### config.mk
export PLATFORM = sky130hd
export DESIGN_NAME = fft_stage_sequencer
export DESIGN_NICKNAME = d
export VERILOG_FILES = /design/src/rtl/fft_pkg.sv /design/src/rtl/fft_delay_line.sv /design/src/rtl/fft_stage_sequencer.sv
export SDC_FILE = /design/constraint.sdc
export NUM_CORES = 1
export LEC_CHECK = 0
export CAP_MARGIN = 20
export CORE_ASPECT_RATIO = 1.75
export CORE_MARGIN = 5
export CORE_UTILIZATION = 45
export DETAILED_ROUTE_END_ITERATION = 6
export MAX_ROUTING_LAYER = met4
export SLEW_MARGIN = 20
export SYNTH_ARGS = -nofsm -noshare
export SYNTH_HDL_FRONTEND = slang
export SYNTH_SLANG_ARGS = --single-unit
### constraint.sdc
create_clock -name clk -period 13.9 [get_ports clk]
set_clock_uncertainty 0.1 [all_clocks]
set_input_delay 3.475 -clock clk [delete_from_list [all_inputs] [get_ports clk]]
set_output_delay 3.475 -clock clk [all_outputs]
set_load 0.005 [all_outputs]
### src/rtl/fft_pkg.sv
// Shared types and address math for the in-place radix-2 DIT FFT stage sequencer.
package fft_pkg;

  localparam int unsigned LOG2N_MAX = 12;
  localparam int unsigned STAGE_W   = 4;

  typedef enum logic [1:0] {IDLE, ISSUE, DRAIN, DONE} state_e;

  typedef struct packed {
    logic [LOG2N_MAX-1:0] adr_a;
    logic [LOG2N_MAX-1:0] adr_b;
    logic [LOG2N_MAX-1:0] tw;
  } bf_t;

  // Operand pair and twiddle index of butterfly k in stage s of a 2^log2n transform.
  function automatic bf_t bf_addr(input logic [STAGE_W-1:0]   log2n,
                                  input logic [STAGE_W-1:0]   s,
                                  input logic [LOG2N_MAX-1:0] k);
    bf_t                  r;
    logic [LOG2N_MAX-1:0] span;
    logic [LOG2N_MAX-1:0] pos;
    logic [LOG2N_MAX-1:0] grp;
    span    = LOG2N_MAX'(1) << s;
    pos     = k & (span - LOG2N_MAX'(1));
    grp     = k >> s;
    r.adr_a = (grp << (s + STAGE_W'(1))) | pos;
    r.adr_b = r.adr_a + span;
    r.tw    = pos << (log2n - STAGE_W'(1) - s);
    return r;
  endfunction

endpackage

### src/rtl/fft_delay_line.sv
// Clock-enabled shift register with synchronous clear; realigns read info as write-back info.
module fft_delay_line #(
  parameter int unsigned WIDTH = 1,
  parameter int unsigned DEPTH = 1
) (
  input  logic             clk,
  input  logic             rst,
  input  logic             ce,
  input  logic [WIDTH-1:0] din,
  output logic [WIDTH-1:0] dout
);

  logic [WIDTH-1:0] pipe_q [DEPTH];
  logic [WIDTH-1:0] pipe_d [DEPTH];

  always_comb begin
    pipe_d[0] = din;
    for (int i = 1; i < int'(DEPTH); i++) begin
      pipe_d[i] = pipe_q[i-1];
    end
  end

  always_ff @(posedge clk) begin
    if (rst) begin
      for (int i = 0; i < int'(DEPTH); i++) begin
        pipe_q[i] <= '0;
      end
    end else if (ce) begin
      pipe_q <= pipe_d;
    end
  end

  assign dout = pipe_q[DEPTH-1];

endmodule

### src/rtl/fft_stage_sequencer.sv
// Issues one butterfly per enabled cycle for each FFT stage, drains between stages,
// and replays read addresses as write-back addresses after the butterfly latency.
module fft_stage_sequencer
  import fft_pkg::*;
#(
  parameter int unsigned LOG2N  = 10,
  parameter int unsigned BF_LAT = 4
) (
  input  logic             clk,
  input  logic             rst,
  input  logic             ce,
  input  logic             start,
  output logic             busy,
  output logic             done,
  output logic [3:0]       stage,
  output logic             rd_en,
  output logic [LOG2N-1:0] rd_adr_a,
  output logic [LOG2N-1:0] rd_adr_b,
  output logic [LOG2N-2:0] tw_adr,
  output logic             wr_en,
  output logic [LOG2N-1:0] wr_adr_a,
  output logic [LOG2N-1:0] wr_adr_b
);

  localparam int unsigned KW = LOG2N - 1;
  localparam int unsigned DW = 1 + 2 * LOG2N;

  state_e               state_q, state_d;
  logic [STAGE_W-1:0]   stage_q, stage_d;
  logic [KW-1:0]        k_q, k_d;
  logic [3:0]           cnt_q, cnt_d;
  logic                 busy_q, busy_d;
  logic                 done_q, done_d;
  logic                 rd_en_q, rd_en_d;
  logic [LOG2N-1:0]     rd_adr_a_q, rd_adr_a_d;
  logic [LOG2N-1:0]     rd_adr_b_q, rd_adr_b_d;
  logic [LOG2N-2:0]     tw_adr_q, tw_adr_d;

  logic                 issue;
  logic [STAGE_W-1:0]   iss_stage;
  logic [KW-1:0]        iss_k;
  bf_t                  bf_c;
  logic                 unused_bf;
  logic [DW-1:0]        wb_c;

  // Next state plus the butterfly (if any) presented on the read port next cycle.
  always_comb begin
    state_d   = state_q;
    stage_d   = stage_q;
    k_d       = k_q;
    cnt_d     = cnt_q;
    issue     = 1'b0;
    iss_stage = stage_q;
    iss_k     = '0;
    unique case (state_q)
      IDLE: begin
        if (start) begin
          state_d   = ISSUE;
          stage_d   = '0;
          k_d       = '0;
          issue     = 1'b1;
          iss_stage = '0;
        end
      end
      ISSUE: begin
        if (&k_q) begin
          state_d = DRAIN;
          cnt_d   = '0;
        end else begin
          k_d   = k_q + KW'(1);
          issue = 1'b1;
          iss_k = k_d;
        end
      end
      DRAIN: begin
        if (cnt_q == 4'(BF_LAT - 1)) begin
          if (stage_q == STAGE_W'(LOG2N - 1)) begin
            state_d = DONE;
          end else begin
            state_d   = ISSUE;
            stage_d   = stage_q + STAGE_W'(1);
            k_d       = '0;
            issue     = 1'b1;
            iss_stage = stage_d;
          end
        end else begin
          cnt_d = cnt_q + 4'd1;
        end
      end
      DONE: begin
        state_d = IDLE;
        stage_d = '0;
      end
      default: state_d = IDLE;
    endcase

    bf_c       = bf_addr(STAGE_W'(LOG2N), iss_stage, LOG2N_MAX'(iss_k));
    rd_en_d    = issue;
    rd_adr_a_d = issue ? LOG2N'(bf_c.adr_a) : '0;
    rd_adr_b_d = issue ? LOG2N'(bf_c.adr_b) : '0;
    tw_adr_d   = issue ? (LOG2N-1)'(bf_c.tw) : '0;
    busy_d     = (state_d == ISSUE) || (state_d == DRAIN);
    done_d     = (state_d == DONE);
  end

  // High address bits of the shared helper are zero for legal LOG2N.
  assign unused_bf = ^bf_c;

  always_ff @(posedge clk) begin
    if (rst) begin
      state_q    <= IDLE;
      stage_q    <= '0;
      k_q        <= '0;
      cnt_q      <= '0;
      busy_q     <= 1'b0;
      done_q     <= 1'b0;
      rd_en_q    <= 1'b0;
      rd_adr_a_q <= '0;
      rd_adr_b_q <= '0;
      tw_adr_q   <= '0;
    end else if (ce) begin
      state_q    <= state_d;
      stage_q    <= stage_d;
      k_q        <= k_d;
      cnt_q      <= cnt_d;
      busy_q     <= busy_d;
      done_q     <= done_d;
      rd_en_q    <= rd_en_d;
      rd_adr_a_q <= rd_adr_a_d;
      rd_adr_b_q <= rd_adr_b_d;
      tw_adr_q   <= tw_adr_d;
    end
  end

  fft_delay_line #(
    .WIDTH(DW),
    .DEPTH(BF_LAT)
  ) u_wb_delay (
    .clk (clk),
    .rst (rst),
    .ce  (ce),
    .din ({rd_en_q, rd_adr_a_q, rd_adr_b_q}),
    .dout(wb_c)
  );

  assign busy     = busy_q;
  assign done     = done_q;
  assign stage    = stage_q;
  assign rd_en    = rd_en_q;
  assign rd_adr_a = rd_adr_a_q;
  assign rd_adr_b = rd_adr_b_q;
  assign tw_adr   = tw_adr_q;
  assign wr_en    = wb_c[DW-1];
  assign wr_adr_a = wb_c[2*LOG2N-1:LOG2N];
  assign wr_adr_b = wb_c[LOG2N-1:0];

endmodule

==> flow_summary.yaml <==
timing:
  post-route-min-period_ns: 8.67
  drv_slew: 0
  setup_viol: 0
  hold_viol: 0
  tightestPinTransition_ns: 0.954
  fmax_ghz: 0.115
  rsz0062_at_grt: "no"
  fin_crit_sh: 0.624
  slew_headroom: 0.363
  tns_ns: 0
clock_network:
  cts_max_level: 4
  clk_pin_slew_ns: 0.06
  cts.sinks: 135
  worstSkewPairLatency_ns: 0.41
  cts_hold_buffers: 0
  clockBufferDepth: 2
  root_buffer: "clkbuf_16"
  postCtsResizedCells: 0
  post_cts_buffers: 0
  cts_tree: "yes"
  cts-buffers-inserted: 17
synth:
  yosys_warnings: 0
  synth.distinct_cells: 77
  synth_area_um2: 7080
  synth_edf_count: 0
  ys_ff_latch: 135
  postSynth.asyncResetShare: 0
  synth_flop_cell: "dfxtp_1"
  syn_nets: 867
  ys_seq_area_frac: 0.382
  netlist_instances: 843
  synth.avg_cell_area_um2: 8.40
power:
  power_density_nw_per_um2: 110
  p_leak_nw: 3.34
  vdd.ir_drop.worst_v: 0.0000803
finish:
  nets: 886
  layout_commonest_cell: "nor2_1"
  layout_common_cells: "nor2_1, dfxtp_1, mux2i_1, nand2_1, clkdlybuf4s50_1"
  area_growth_pct: 16.2
  antenna_cells: 0
  final_cells: 1061
  post_route_cells_drive_above_1_share: 0.0686
worst_setup_path:
  cp_slowest_cell: "inv_1"
  crit_top_cell: "inv_1"
  critical_path_class: "in -> reg"
  cp_slowest_stage_delay_ns: 0.58
  required_ns: 14.16
  critPathLaunchType: "input pin"
  path_cells: "clkdlybuf4s50_1 -> o21bai_1 -> nand2_1 -> o311a_1 -> buf_4 -> inv_1 -> nand2_1 -> inv_1 -> ha_1 -> nor2_1 -> a21boi_0 -> inv_1 -> ha_1 -> a21o_1 -> a21oi_1 -> o21bai_1 -> a2111oi_0 -> o31ai_1 -> xnor2_1 -> or3_1 -> nand3_1"
  crit_buf_inv: 5
  crit_arrival_ns: 8.92
  worstPathMaxFanout: 24
  worstSetupEndpointType: "flip-flop"
  cp_top_family: "compound AO/OA/AOI/OAI gates"
place:
  post-dp-hpwl_mm: 14.8
  gp_congestion: 0.937
  port_buffers: 60
  dpl.cell_count: 1029
status:
  status: "complete, no violations"
floorplan:
  die-height_um: 176
  core_area_um2: 15400
  fp.dieW_um: 105
  die-area_um2: 18400
  initial_utilization: 0.460
  num_rows: 60
  io_pins: 61
global_routing:
  grt_pass1_wl_mm: 32.8
  grt_max_degree: 75
  grt.total_usage: 0.227
  grt_pass1_vias: 6111
  overflow: 0
  antenna_found_initial: 0
job:
  max_cap_viol_count: 0
routing:
  drc: 0
  drt_iter0_drc: 344
  firstDrtPassIters: 5
  wl_per_cell_um: 19.0
  vias: 6116
  avgViaCountPerCell: 5.76
  finalWirelength_mm: 20.1
  drtAntennaViolNets: 0
worst_hold_path:
  hp-class: "reg -> reg"
## synthesized netlist by cell type (18+ instances only)
cell type / number / share of area
a21oi_1: 43 / 0.030
nand3_1: 18 / 0.013
clkbuf_1: 24 / 0.013
nand2_1: 70 / 0.037
nor3_1: 19 / 0.013
ha_1: 19 / 0.034
buf_4: 26 / 0.028
mux2i_1: 95 / 0.13
dfxtp_1: 135 / 0.38
o21ai_0: 26 / 0.018
nor2_1: 170 / 0.090
## worst reg2reg max path, cell delays in order (launching register included)
cell and delay, ns:
dfxtp_1 0.38, ha_1 0.22, nor3b_2 0.43, nand2_2 0.20
o311a_1 0.37, buf_4 0.21, inv_1 0.59, nand2_1 0.33
inv_1 0.23, ha_1 0.35, nor2_1 0.12, a21boi_0 0.29
inv_1 0.14, ha_1 0.29, a21o_1 0.15, a21oi_1 0.22
o21bai_1 0.11, a2111oi_0 0.58, o31ai_1 0.19, xnor2_1 0.16
or3_1 0.32, nand3_1 0.08
## metal layers
layer / part of all wire / global-route usage / vias to the layer above
met5: 0 / - / -
met4: 0.054 / 0.126 / 0
met3: 0.036 / 0.0397 / 55
met2: 0.52 / 0.393 / 173
met1: 0.39 / 0.241 / 2897
li1: - / - / 2991
## sequential cells by signal, indices dropped and copies added, names as in the netlist, 2 cells and up
name	flops
u_wb_delay.pipe_d	63
u_wb_delay.dout	21
rd_adr_a	10
rd_adr_b	10
k_q	9
tw_adr	9
cnt_q	4
stage	4
state_q	2
## stage by stage
stage / setup WS [ns] / cell area (µm²) / utilization / power (mW) / hold WS, ns
floorplan: 6.19 / 7080 / - / 0.428 / 0.341
global placement: 4.89 / 7600 / 0.494 / 0.438 / 0.347
detailed placement: 4.82 / 7600 / 0.494 / 0.438 / 0.355
CTS: 5.25 / 8230 / 0.535 / 0.915 / 0.364
global route: 4.81 / 8230 / 0.535 / 0.936 / 0.395
finish: 5.23 / 8230 / 0.535 / 0.904 / 0.361
## cell families (layout without fill, tap and decap cells)
group	after synthesis	in the layout	share of synthesized area
and+or+nand+nor	325	325	0.202
AOI/OAI and AO/OA	163	163	0.161
xor gates and xnor gates	18	18	0.0223
buffers and inverters	86	118	0.0613
muxes	96	96	0.136
DFF	135	135	0.382
adders and majority gates	20	20	0.0364
## worst paths after layout
kind	startpoint	end	slack (ns)	cells past startpoint
max	start	rd_adr_b[9]	5.23	21
min	k_q[8]	k_q[8]	0.36	2
max reg2reg	cnt_q[0]	rd_adr_b[9]	7.77	21
min reg2reg	k_q[8]	k_q[8]	0.36	2
## final cells by class
class | instances | area (µm²)
inverter | 17 | 63.8
fill | 1469 | 7160
sequential | 135 | 2700
multi-input combinational | 622 | 3940
clock inverter | 15 | 198
tap | 186 | 233
timing repair buffer | 69 | 663
clock buffer | 17 | 425
## power by group
part	switching, mW	leakage, nW	internal (mW)	total [mW]
registers	0.00170	1.09	0.388	0.390
clock network	0.198	0.305	0.276	0.475
logic	0.0258	1.94	0.0129	0.0387
total	0.226	3.34	0.678	0.904
Note: power is estimated with default switching activity, not from simulation.
